### src/rtl/leaf_pkt_pkg.sv
// Shared packet layout for the BFT leaf receive path.
// Latency: n/a (types and constants only).
// Backpressure: n/a.
package leaf_pkt_pkg;

    localparam int PKT_W      = 49;
    localparam int VALID_BIT  = 48;
    localparam int PORT_HI    = 42;
    localparam int PORT_LO    = 39;
    localparam int PAYLOAD_HI = 31;
    localparam int PAYLOAD_W  = PAYLOAD_HI + 1;
    localparam int PORT_W     = PORT_HI - PORT_LO + 1;

    // Field order matches the wire format, MSB first.
    typedef struct packed {
        logic                 vld;        // [48]
        logic [4:0]           leaf_addr;  // [47:43], routing only, unused here
        logic [PORT_W-1:0]    port;       // [42:39]
        logic [6:0]           rsvd;       // [38:32]
        logic [PAYLOAD_W-1:0] payload;    // [31:0]
    } leaf_pkt_t;

endpackage

### src/rtl/leaf_sync_fifo.sv
// Synchronous FIFO with first-word-fall-through head and push-while-full-with-pop.
// Latency: a push is visible at the head on the next cycle when the FIFO was empty.
// Backpressure: push is refused when full unless a pop happens in the same cycle.
module leaf_sync_fifo #(
    parameter int DEPTH = 16,
    parameter int WIDTH = 32,
    parameter int AW    = $clog2(DEPTH)
) (
    input  logic             clk,
    input  logic             reset,
    input  logic             push,
    input  logic [WIDTH-1:0] push_dat,
    input  logic             pop,
    output logic             accept,
    output logic [WIDTH-1:0] head,
    output logic [AW:0]      count,
    output logic             full,
    output logic             empty
);

    logic [WIDTH-1:0] mem [DEPTH];
    logic [AW-1:0]    wr_ptr;
    logic [AW-1:0]    rd_ptr;
    logic [WIDTH-1:0] last_q;
    logic             do_pop;

    assign full   = (count == (AW + 1)'(DEPTH));
    assign empty  = (count == '0);
    assign do_pop = pop && !empty;
    // A pop frees a slot in the same cycle, so a full FIFO can still take the push.
    assign accept = push && (!full || do_pop);
    // While empty, keep showing the last word that left so the output does not toggle.
    assign head   = empty ? last_q : mem[rd_ptr];

    // Storage array; no reset needed since empty entries are never presented.
    always_ff @(posedge clk) begin
        if (accept) begin
            mem[wr_ptr] <= push_dat;
        end
    end

    // Pointers, occupancy and the held head value.
    always_ff @(posedge clk or negedge reset) begin
        if (!reset) begin
            wr_ptr <= '0;
            rd_ptr <= '0;
            count  <= '0;
            last_q <= '0;
        end else begin
            if (accept) begin
                wr_ptr <= wr_ptr + AW'(1);
            end
            if (do_pop) begin
                rd_ptr <= rd_ptr + AW'(1);
                last_q <= mem[rd_ptr];
            end
            case ({accept, do_pop})
                2'b10:   count <= count + (AW + 1)'(1);
                2'b01:   count <= count - (AW + 1)'(1);
                default: count <= count;
            endcase
        end
    end

endmodule

### src/rtl/leaf_stream_demux.sv
// Demultiplexes BFT leaf packets into per-port FWFT FIFOs feeding a page operator.
// Latency: 2 cycles from din to dout_valid into an empty FIFO once started.
// Backpressure: per-port valid/ready out; a packet hitting a full FIFO is dropped with a resend pulse.
module leaf_stream_demux
    import leaf_pkt_pkg::*;
#(
    parameter int NUM_IN     = 4,
    parameter int FIFO_DEPTH = 16
) (
    input  logic                        clk,
    input  logic                        reset,
    input  logic                        ap_start,
    input  logic [PKT_W-1:0]            din_leaf_bft2interface,
    output logic [NUM_IN*PAYLOAD_W-1:0] dout_data,
    output logic [NUM_IN-1:0]           dout_valid,
    input  logic [NUM_IN-1:0]           dout_ready,
    output logic                        resend_req,
    output logic [PORT_W-1:0]           resend_port,
    output logic [NUM_IN-1:0]           overflow_sticky,
    output logic                        bad_port_sticky,
    output logic                        started
);

    localparam int AW = $clog2(FIFO_DEPTH);

    leaf_pkt_t         in_q;
    logic              port_ok;
    logic [NUM_IN-1:0] push_vec;
    logic [NUM_IN-1:0] acc_vec;
    logic [NUM_IN-1:0] drop_vec;
    logic [NUM_IN-1:0] pop_vec;
    logic [NUM_IN-1:0] unused_fifo_stat;
    logic              unused_fields;

    assign unused_fields = ^{in_q.leaf_addr, in_q.rsvd};

    // Stage 1: register the raw leaf packet every cycle.
    always_ff @(posedge clk or negedge reset) begin
        if (!reset) begin
            in_q <= '0;
        end else begin
            in_q <= leaf_pkt_t'(din_leaf_bft2interface);
        end
    end

    assign port_ok  = in_q.vld && (int'(in_q.port) < NUM_IN);
    assign pop_vec  = dout_valid & dout_ready;
    assign drop_vec = push_vec & ~acc_vec;

    // Stage 2: one FIFO per operator input port.
    for (genvar p = 0; p < NUM_IN; p++) begin : gen_port
        logic [AW:0] cnt;
        logic        full;
        logic        empty;

        assign push_vec[p] = port_ok && (in_q.port == PORT_W'(p));

        leaf_sync_fifo #(
            .DEPTH (FIFO_DEPTH),
            .WIDTH (PAYLOAD_W)
        ) u_fifo (
            .clk      (clk),
            .reset    (reset),
            .push     (push_vec[p]),
            .push_dat (in_q.payload),
            .pop      (pop_vec[p]),
            .accept   (acc_vec[p]),
            .head     (dout_data[p*PAYLOAD_W +: PAYLOAD_W]),
            .count    (cnt),
            .full     (full),
            .empty    (empty)
        );

        assign dout_valid[p]       = started && !empty;
        assign unused_fifo_stat[p] = ^{cnt, full};
    end

    // Start latch, drop reporting and sticky error flags.
    always_ff @(posedge clk or negedge reset) begin
        if (!reset) begin
            started         <= 1'b0;
            resend_req      <= 1'b0;
            resend_port     <= '0;
            overflow_sticky <= '0;
            bad_port_sticky <= 1'b0;
        end else begin
            started         <= started | ap_start;
            resend_req      <= |drop_vec;
            overflow_sticky <= overflow_sticky | drop_vec;
            if (|drop_vec) begin
                resend_port <= in_q.port;
            end
            if (in_q.vld && !port_ok) begin
                bad_port_sticky <= 1'b1;
            end
        end
    end

endmodule

### config.mk
export PLATFORM = sky130hd
export DESIGN_NAME = leaf_stream_demux
export DESIGN_NICKNAME = d
export VERILOG_FILES = /design/src/rtl/leaf_pkt_pkg.sv /design/src/rtl/leaf_sync_fifo.sv /design/src/rtl/leaf_stream_demux.sv
export SDC_FILE = /design/constraint.sdc
export NUM_CORES = 2
export LEC_CHECK = 0
export CAP_MARGIN = 30
export CORE_ASPECT_RATIO = 0.75
export CORE_MARGIN = 2
export CORE_UTILIZATION = 25
export DETAILED_ROUTE_END_ITERATION = 10
export GPL_TIMING_DRIVEN = 0
export PLACE_DENSITY = 0.48
export REMOVE_ABC_BUFFERS = 1
export SYNTH_ARGS = -nofsm -noshare
export SYNTH_HDL_FRONTEND = slang
export SYNTH_SLANG_ARGS = --single-unit
### constraint.sdc
create_clock -name clk -period 14.1 [get_ports clk]
set_input_delay 2.82 -clock clk [delete_from_list [all_inputs] [get_ports clk]]
set_output_delay 2.82 -clock clk [all_outputs]
set_load 0.02 [all_outputs]
After elaboration in Yosys (flattened, before gate mapping)
Memory sizes are Yosys's and may differ from the RTL's.
Index checks and enable logic that the tools add are counted.
{"block": "word_totals", "mem_count": 4, "ramBits": 2048, "mem_bits_ro": 0, "regBits": 228, "latchBits": 0}
{"block": "classes", "muxes": 16, "magnitude_cmp": 1, "reduce_logical": 41, "n_shift": 0, "eq_ne": 15, "mul": 0, "addsub": 16, "div": 0, "n_bitwise": 5}
{"memory": "gen_port[0].u_fifo.mem", "depth": 16, "word_bits": 32, "rd": 1, "rd_ports_with_merged_regs": 0, "wr": 1, "line": "leaf_sync_fifo.sv:21", "source": "logic [WIDTH-1:0] mem [DEPTH];"}
{"memory": "gen_port[1].u_fifo.mem", "depth": 16, "word_bits": 32, "rd": 1, "rd_ports_with_merged_regs": 0, "wr": 1, "line": "leaf_sync_fifo.sv:21"}
{"memory": "gen_port[2].u_fifo.mem", "depth": 16, "word_bits": 32, "rd": 1, "rd_ports_with_merged_regs": 0, "wr": 1, "line": "leaf_sync_fifo.sv:21"}
{"memory": "gen_port[3].u_fifo.mem", "depth": 16, "word_bits": 32, "rd": 1, "rd_ports_with_merged_regs": 0, "wr": 1, "line": "leaf_sync_fifo.sv:21"}
{"cell": "$mux W32", "n": 4}
{"cell": "$pmux W5 S2", "n": 4}
{"cell": "$add A4 B1 Y4 const B", "n": 8}
{"cell": "$add A5 B1 Y5 const B", "n": 4}
{"cell": "$eq A5 B5 Y1 const B", "n": 4}
{"cell": "$logic_not A5 Y1", "n": 4}
{"cell": "$sub A5 B1 Y5 const B", "n": 4}
{"cell": "$logic_and A1 B1 Y1", "n": 18}
{"cell": "$logic_not A1 Y1", "n": 9}
{"cell": "$and A4 B4 Y4", "n": 2}
{"cell": "$eq A2 B1 Y1 const B", "n": 4}
{"cell": "$eq A2 B2 Y1 const B", "n": 4}
{"cell": "$eq A4 B2 Y1 const B", "n": 2}
{"cell": "$mux W1", "n": 8}
{"cell": "$reduce_bool A2 Y1", "n": 4}
{"cell": "$eq A4 B1 Y1 const B", "n": 1}
{"cell": "$logic_not A4 Y1", "n": 1}
{"cell": "$logic_or A1 B1 Y1", "n": 4}
{"cell": "$lt A4 B3 Y1 const B", "n": 1}
{"cell": "$not A4 Y4", "n": 1}
{"cell": "$or A4 B4 Y4", "n": 1}
{"cell": "$reduce_or A4 Y1", "n": 1}
{"cell": "$or A1 B1 Y1", "n": 1}

Logic depth before layout (Yosys ltp)
{"block": "logic_depth", "ltp_word": 10, "depth_mapped": 13, "mapped_depth_nobuf": 10}

By module
Synthesis repeated with hierarchy kept, for this count alone.
{"block": "hier_totals", "hier_cells": 4373, "area_unflattened_um2": 88855.2}
{"mod": "leaf_sync_fifo at gen_port[0].u_fifo ...", "seq_area_each_um2": 16500.8, "n_inst": 2, "cells_each": 1081, "area_each_um2": 21859.7}
{"mod": "leaf_sync_fifo at gen_port[3].u_fifo", "seq_area_each_um2": 16500.8, "n_inst": 1, "cells_each": 1049, "area_each_um2": 21897.3}
{"mod": "leaf_sync_fifo at gen_port[2].u_fifo", "seq_area_each_um2": 16500.8, "n_inst": 1, "cells_each": 1077, "area_each_um2": 21798.4}
{"mod": "leaf_stream_demux", "seq_area_each_um2": 1201.2, "n_inst": 1, "cells_each": 85, "area_each_um2": 1440.1}

Worst setup path before layout
OpenSTA, ideal clock, no wires.
{"block": "synth_path", "path_type": "input-to-reg", "startpoint": "input dout_ready[2]", "endpoint": "memory gen_port[2].u_fifo.mem[3][0], enable pin", "path_buffers": 0, "t_arrival_ns": 6.567, "path_stages": 4, "setup_time_ns": 0.502, "slack_ns": 7.032, "cell_sequence": "a21boi_0 a211oi_4 inv_4 nor4_1"}
{"block": "synth_via", "elab_chain_cells": 6}
{"item": "from (decl)", "line": "leaf_stream_demux.sv:16", "source": "input logic [NUM_IN-1:0] dout_ready,"}
{"item": "$and A4 B4 Y4", "line": "leaf_stream_demux.sv:47", "source": "assign pop_vec = dout_valid & dout_ready;"}
{"item": "$logic_and A1 B1 Y1", "line": "leaf_sync_fifo.sv:29", "source": "assign do_pop = pop && !empty;"}
{"item": "$logic_or A1 B1 Y1", "line": "leaf_sync_fifo.sv:31", "source": "assign accept = push && (!full || do_pop);"}
{"item": "$logic_and A1 B1 Y1", "line": "leaf_sync_fifo.sv:31"}
{"item": "$mux W1", "line": "leaf_sync_fifo.sv:37", "source": "if (accept) begin"}
{"item": "$mux W1 (not written as such)", "line": "leaf_sync_fifo.sv:38", "source": "mem[wr_ptr] <= push_dat;"}
{"item": "to (decl)", "line": "leaf_sync_fifo.sv:21"}
Every way passes these cells.

Final worst setup path
{"block": "layout_path", "startpoint": "register gen_port[1].u_fifo.rd_ptr[2]", "endpoint": "output dout_data[47]"}
{"block": "layout_via", "elab_chain_cells": 2}
{"item": "from (decl)", "line": "leaf_sync_fifo.sv:23", "source": "logic [AW-1:0] rd_ptr;"}
{"item": "from (signal assigned)", "line": "leaf_sync_fifo.sv:54", "source": "rd_ptr <= rd_ptr + AW'(1);"}
{"item": "$mem_v2 Z16 W32"}
{"item": "$mux W32", "line": "leaf_sync_fifo.sv:33", "source": "assign head = empty ? last_q : mem[rd_ptr];"}
{"item": "to (decl)", "line": "leaf_stream_demux.sv:14", "source": "output logic [NUM_IN*PAYLOAD_W-1:0] dout_data,"}
Every way passes these cells.

==> summary.md <==
| Metric | Value |
|---|---|
| Util after Layout | 30.04% |
| Data arrival time of the worst path | 4.34 ns |
| Clock buffer count from CTS | 226 |
| Cell breakdown of the critical path | buf_16 > buf_16 > mux4_2 > mux2i_1 > mux2_2 > o21ai_1 > clkdlybuf4s50_1 |
| Placed Cells | 9,368 |
| Maximum number of pins on one net before global-route repair | 88 |
| Post-synth design cell area | 89,010 µm² |
| Fraction of the cycle the final worst path needs | 50.77% |
| Clk Latency, worst-skew pair | 0.86 ns |
| Post-synth EDFFs | 2,048 |
| Ys flop type | edfxtp_1 |
| Number of hold buffers added after cts | 0 |
| Synth warnings | 0 |
| Number of port buffers | 186 |
| Floorplan die height | 520.8 µm |
| Library cells used by synthesis | 64 |
| Ratio of cells with drive above 1 in the final layout | 23.16% |
| Result of the run | complete, no violations |
| Category of the most critical setup path | reg -> out |
| Routed via count | 43,493 |
| Remaining DRCs | 0 |
| Cell at the slowest stage of the critical path | clkdlybuf4s50_1 |
| Clock tree from TritonCTS | done |
| Endpoints failing setup | 0 |
| Count of filler cells inserted in the layout | 34,057 |
| Standard-cell row count | 189 |
| Vias in the first global route | 44,444 |
| Total number of H-tree levels | 4 |
| Multi-input logic area | 20,640 µm² |
| Endpoint type of the worst setup path | primary output |
| DRT antenna net count | 0 |
| Worst slew pin tran | 0.9944 ns |
| Crit path max fanout | 38 |
| Mean instance size in the synthesized netlist | 19.41 µm² |
| Initial antenna violation count | 17 |
| Setup TNS | 0 ns |
| Post-synthesis cell count | 4,585 |
| Post-cts repair resize count | 0 |
| Critical Path Start Type | flip-flop |
| Unrepaired setup endpoints after global routing | false |
| Worst IR Drop VDD | 0.0001110 V |
| Total design power | 20.43 mW |
| Met2 wirelength from detailed routing | 108,800 µm |
| Post-Route Skew | 0.04173 ns |
| Clock sink total | 2,276 |
| Hold Crit Class | reg -> reg |
| Final #Nets | 5,008 |
| Wire length on met3 | 10,710 µm |
| Count of non-filler cells in the finished layout | 9,781 |
| Minimum period implied by the final worst setup slack | 7.159 ns |
| Post-synthesis sequential element count | 2,276 |
| Metal-1 WL | 105,400 µm |
| Post-CTS repair timing setup buffer count | 0 |
| Required @ worst endpoint | 11.28 ns |
| Core Area | 354,000 µm² |
| Slew margin rel. | 33.34% |
| Count of TritonRoute iterations in the first routing pass | 5 |
| Top-level I/O count | 199 |
| Most numerous cell on the critical path | buf_16 |
| Fin. Hold Viols | 0 |
| Max Buffers Root-to-Sink | 4 |
| Leakage power | 34.04 nW |
| Power density over cell area | 192.1 nW/µm² |
| Footprint of the flip-flops and latches | 67,300 µm² |
| Global-route wire length before repair | 327,700 µm |
| Final Max Slew Viols | 0 |
| Detailed placement HPWL | 147,100 µm |
| DR vias/cell | 4.447 |
| Clock Pin Slew Worst Setup and Hold Paths | 0.06 ns |
| Global routing usage summed across all routing layers | 12.45% |
| Maximum cell stage delay along the critical path | 0.78 ns |
| Global route total overflow | 0 |
| Sequential element share of the synthesized area | 75.50% |
| Max Clock Freq | 0.1397 GHz |
| X dimension of the die | 693.0 µm |
| Wire per inst | 23.47 µm |
| Highest metal used | met4 |
| Die area | 360,900 µm² |
| Final Wtd Congestion | 0.6910 |
| Share of flip-flops with an asynchronous set or reset | 10.02% |
| Starting utilization of the core area | 25.14% |
| Root cell of the clock tree | clkbuf_16 |
| Area delta synth->final | 19.47% |
| Overall routed net length | 229,600 µm |
| Number of maximum-capacitance constraint violations | 0 |
| Worst hold-check slack | 0.4617 ns |
| 1st-iter DRT viols | 3,713 |
==> sequential cells by signal, summed over array words and instances, names as in the netlist <==
| register | cells |
|---|---|
| resend_req | 1 |
| gen_port.u_fifo.wr_ptr | 16 |
| bad_port_sticky | 1 |
| resend_port | 4 |
| in_q | 37 |
| gen_port.u_fifo.mem | 2048 |
| gen_port.u_fifo.rd_ptr | 16 |
| gen_port.u_fifo.count | 20 |
| started | 1 |
| gen_port.u_fifo.last_q | 128 |
| overflow_sticky | 4 |
==> metrics by stage <==
| step | cell area [µm²] | setup slack (ns) |
|---|---|---|
| final | 106300 | 6.941 |
| after global routing | 106300 | 6.598 |
| after CTS | 106300 | 6.614 |
| after detailed placement | 99340 | 7.540 |
| after global placement | 95370 | -2.352 |
| after floorplan | 87660 | 3.826 |
==> power breakdown <==
| group | switching, mW | internal [mW] | total, mW | leakage, nW |
|---|---|---|---|---|
| logic | 3.43 | 3.01 | 6.44 | 9.51 |
| clock network | 2.54 | 3.27 | 5.81 | 3.42 |
| registers | 0.532 | 7.65 | 8.18 | 21.1 |
| total | 6.49 | 13.9 | 20.4 | 34.0 |
==> cell usage in the layout, fill, tap and decap left out, types with 33 or more instances in the layout <==
master / n
a21o_1: 35
a21oi_1: 48
a22oi_1: 45
buf_12: 94
buf_16: 43
clkbuf_1: 58
clkbuf_16: 231
clkdlybuf4s50_1: 185
clkinv_1: 46
clkinv_2: 33
dfrtp_1: 180
edfxtp_1: 2048
ha_1: 35
inv_1: 34
mux2_2: 130
mux2i_1: 212
mux4_2: 416
nand2_1: 247
nor2_1: 121
nor2b_1: 45
o21ai_0: 230
==> logic make-up after synthesis <==
kind of cell    after synthesis  synth area share, %
flops                      2276                75.50
mux                         758                14.55
simple gates                664                3.673
compound gates              503                3.665
buf+inv                     304                1.674
xor+xnor                     45               0.4428
fa+ha+maj                    35               0.4920
==> final timing paths <==
path | start | end | slack (ns) | cells after the start
hold / removal | overflow_sticky[0] | overflow_sticky[0] | 0.46 | 1
min in group asynchronous | reset | gen_port[3].u_fifo.last_q[24] | 1.83 | 1
setup / recovery | gen_port[1].u_fifo.rd_ptr[2] | dout_data[47] | 6.94 | 7
setup reg to reg | gen_port[2].u_fifo.count[1] | gen_port[2].u_fifo.count[4] | 10.25 | 9
hold reg to reg | overflow_sticky[0] | overflow_sticky[0] | 0.46 | 1
max in group asynchronous | reset | in_q[25] | 11.13 | 3
==> worst max-delay path: cells and delay by family, from the launching register on <==
kind | cells | cell delay [ns]
muxes | 3 | 0.65
DFF | 1 | 0.72
buffers and inverters | 3 | 1.43
AOI/OAI and AO/OA | 1 | 0.62
==> synthesized netlist by cell type, types with 21 or more instances <==
library cell / instances / area [µm²]
and3_1: 45 / 281.5
mux2i_1: 212 / 2122
nor2_1: 143 / 536.8
o21ai_0: 231 / 1156
nand3b_1: 29 / 217.7
o221ai_1: 32 / 280.3
dfrtp_1: 228 / 5705
nand2_1: 248 / 930.9
buf_4: 33 / 247.7
edfxtp_1: 2048 / 61500
inv_1: 34 / 127.6
mux4_2: 416 / 9369
buf_2: 89 / 445.4
nand3_1: 31 / 155.2
ha_1: 35 / 437.9
xnor2_1: 30 / 262.8
nor2b_1: 47 / 294.0
mux2_2: 130 / 1464
a21oi_1: 48 / 240.2
nand2b_1: 21 / 131.4
clkbuf_1: 122 / 457.9
a22oi_1: 45 / 337.8
a21o_1: 37 / 277.8
and2_1: 29 / 181.4
a211oi_1: 33 / 247.7
o32a_1: 32 / 320.3
==> area by class of cell <==
| type | count | share of cell area, % |
|---|---|---|
| tap | 4679 | 5.505 |
| timing repair buffer | 373 | 5.083 |
| multi-input combinational | 2005 | 19.41 |
| antenna | 6 | 0.01412 |
| clock inverter | 105 | 0.7683 |
| clock buffer | 302 | 5.803 |
| sequential | 2276 | 63.29 |
| inverter | 35 | 0.1259 |
==> per-layer routing <==
layer / GRT usage, % / vias up
li1: - / 19141
met1: 17.52 / 23159
met2: 20.25 / 911
met3: 1.972 / 282
met4: 2.791 / 0
met5: 0 / -
No activity file was read; power rests on OpenSTA's default activity.
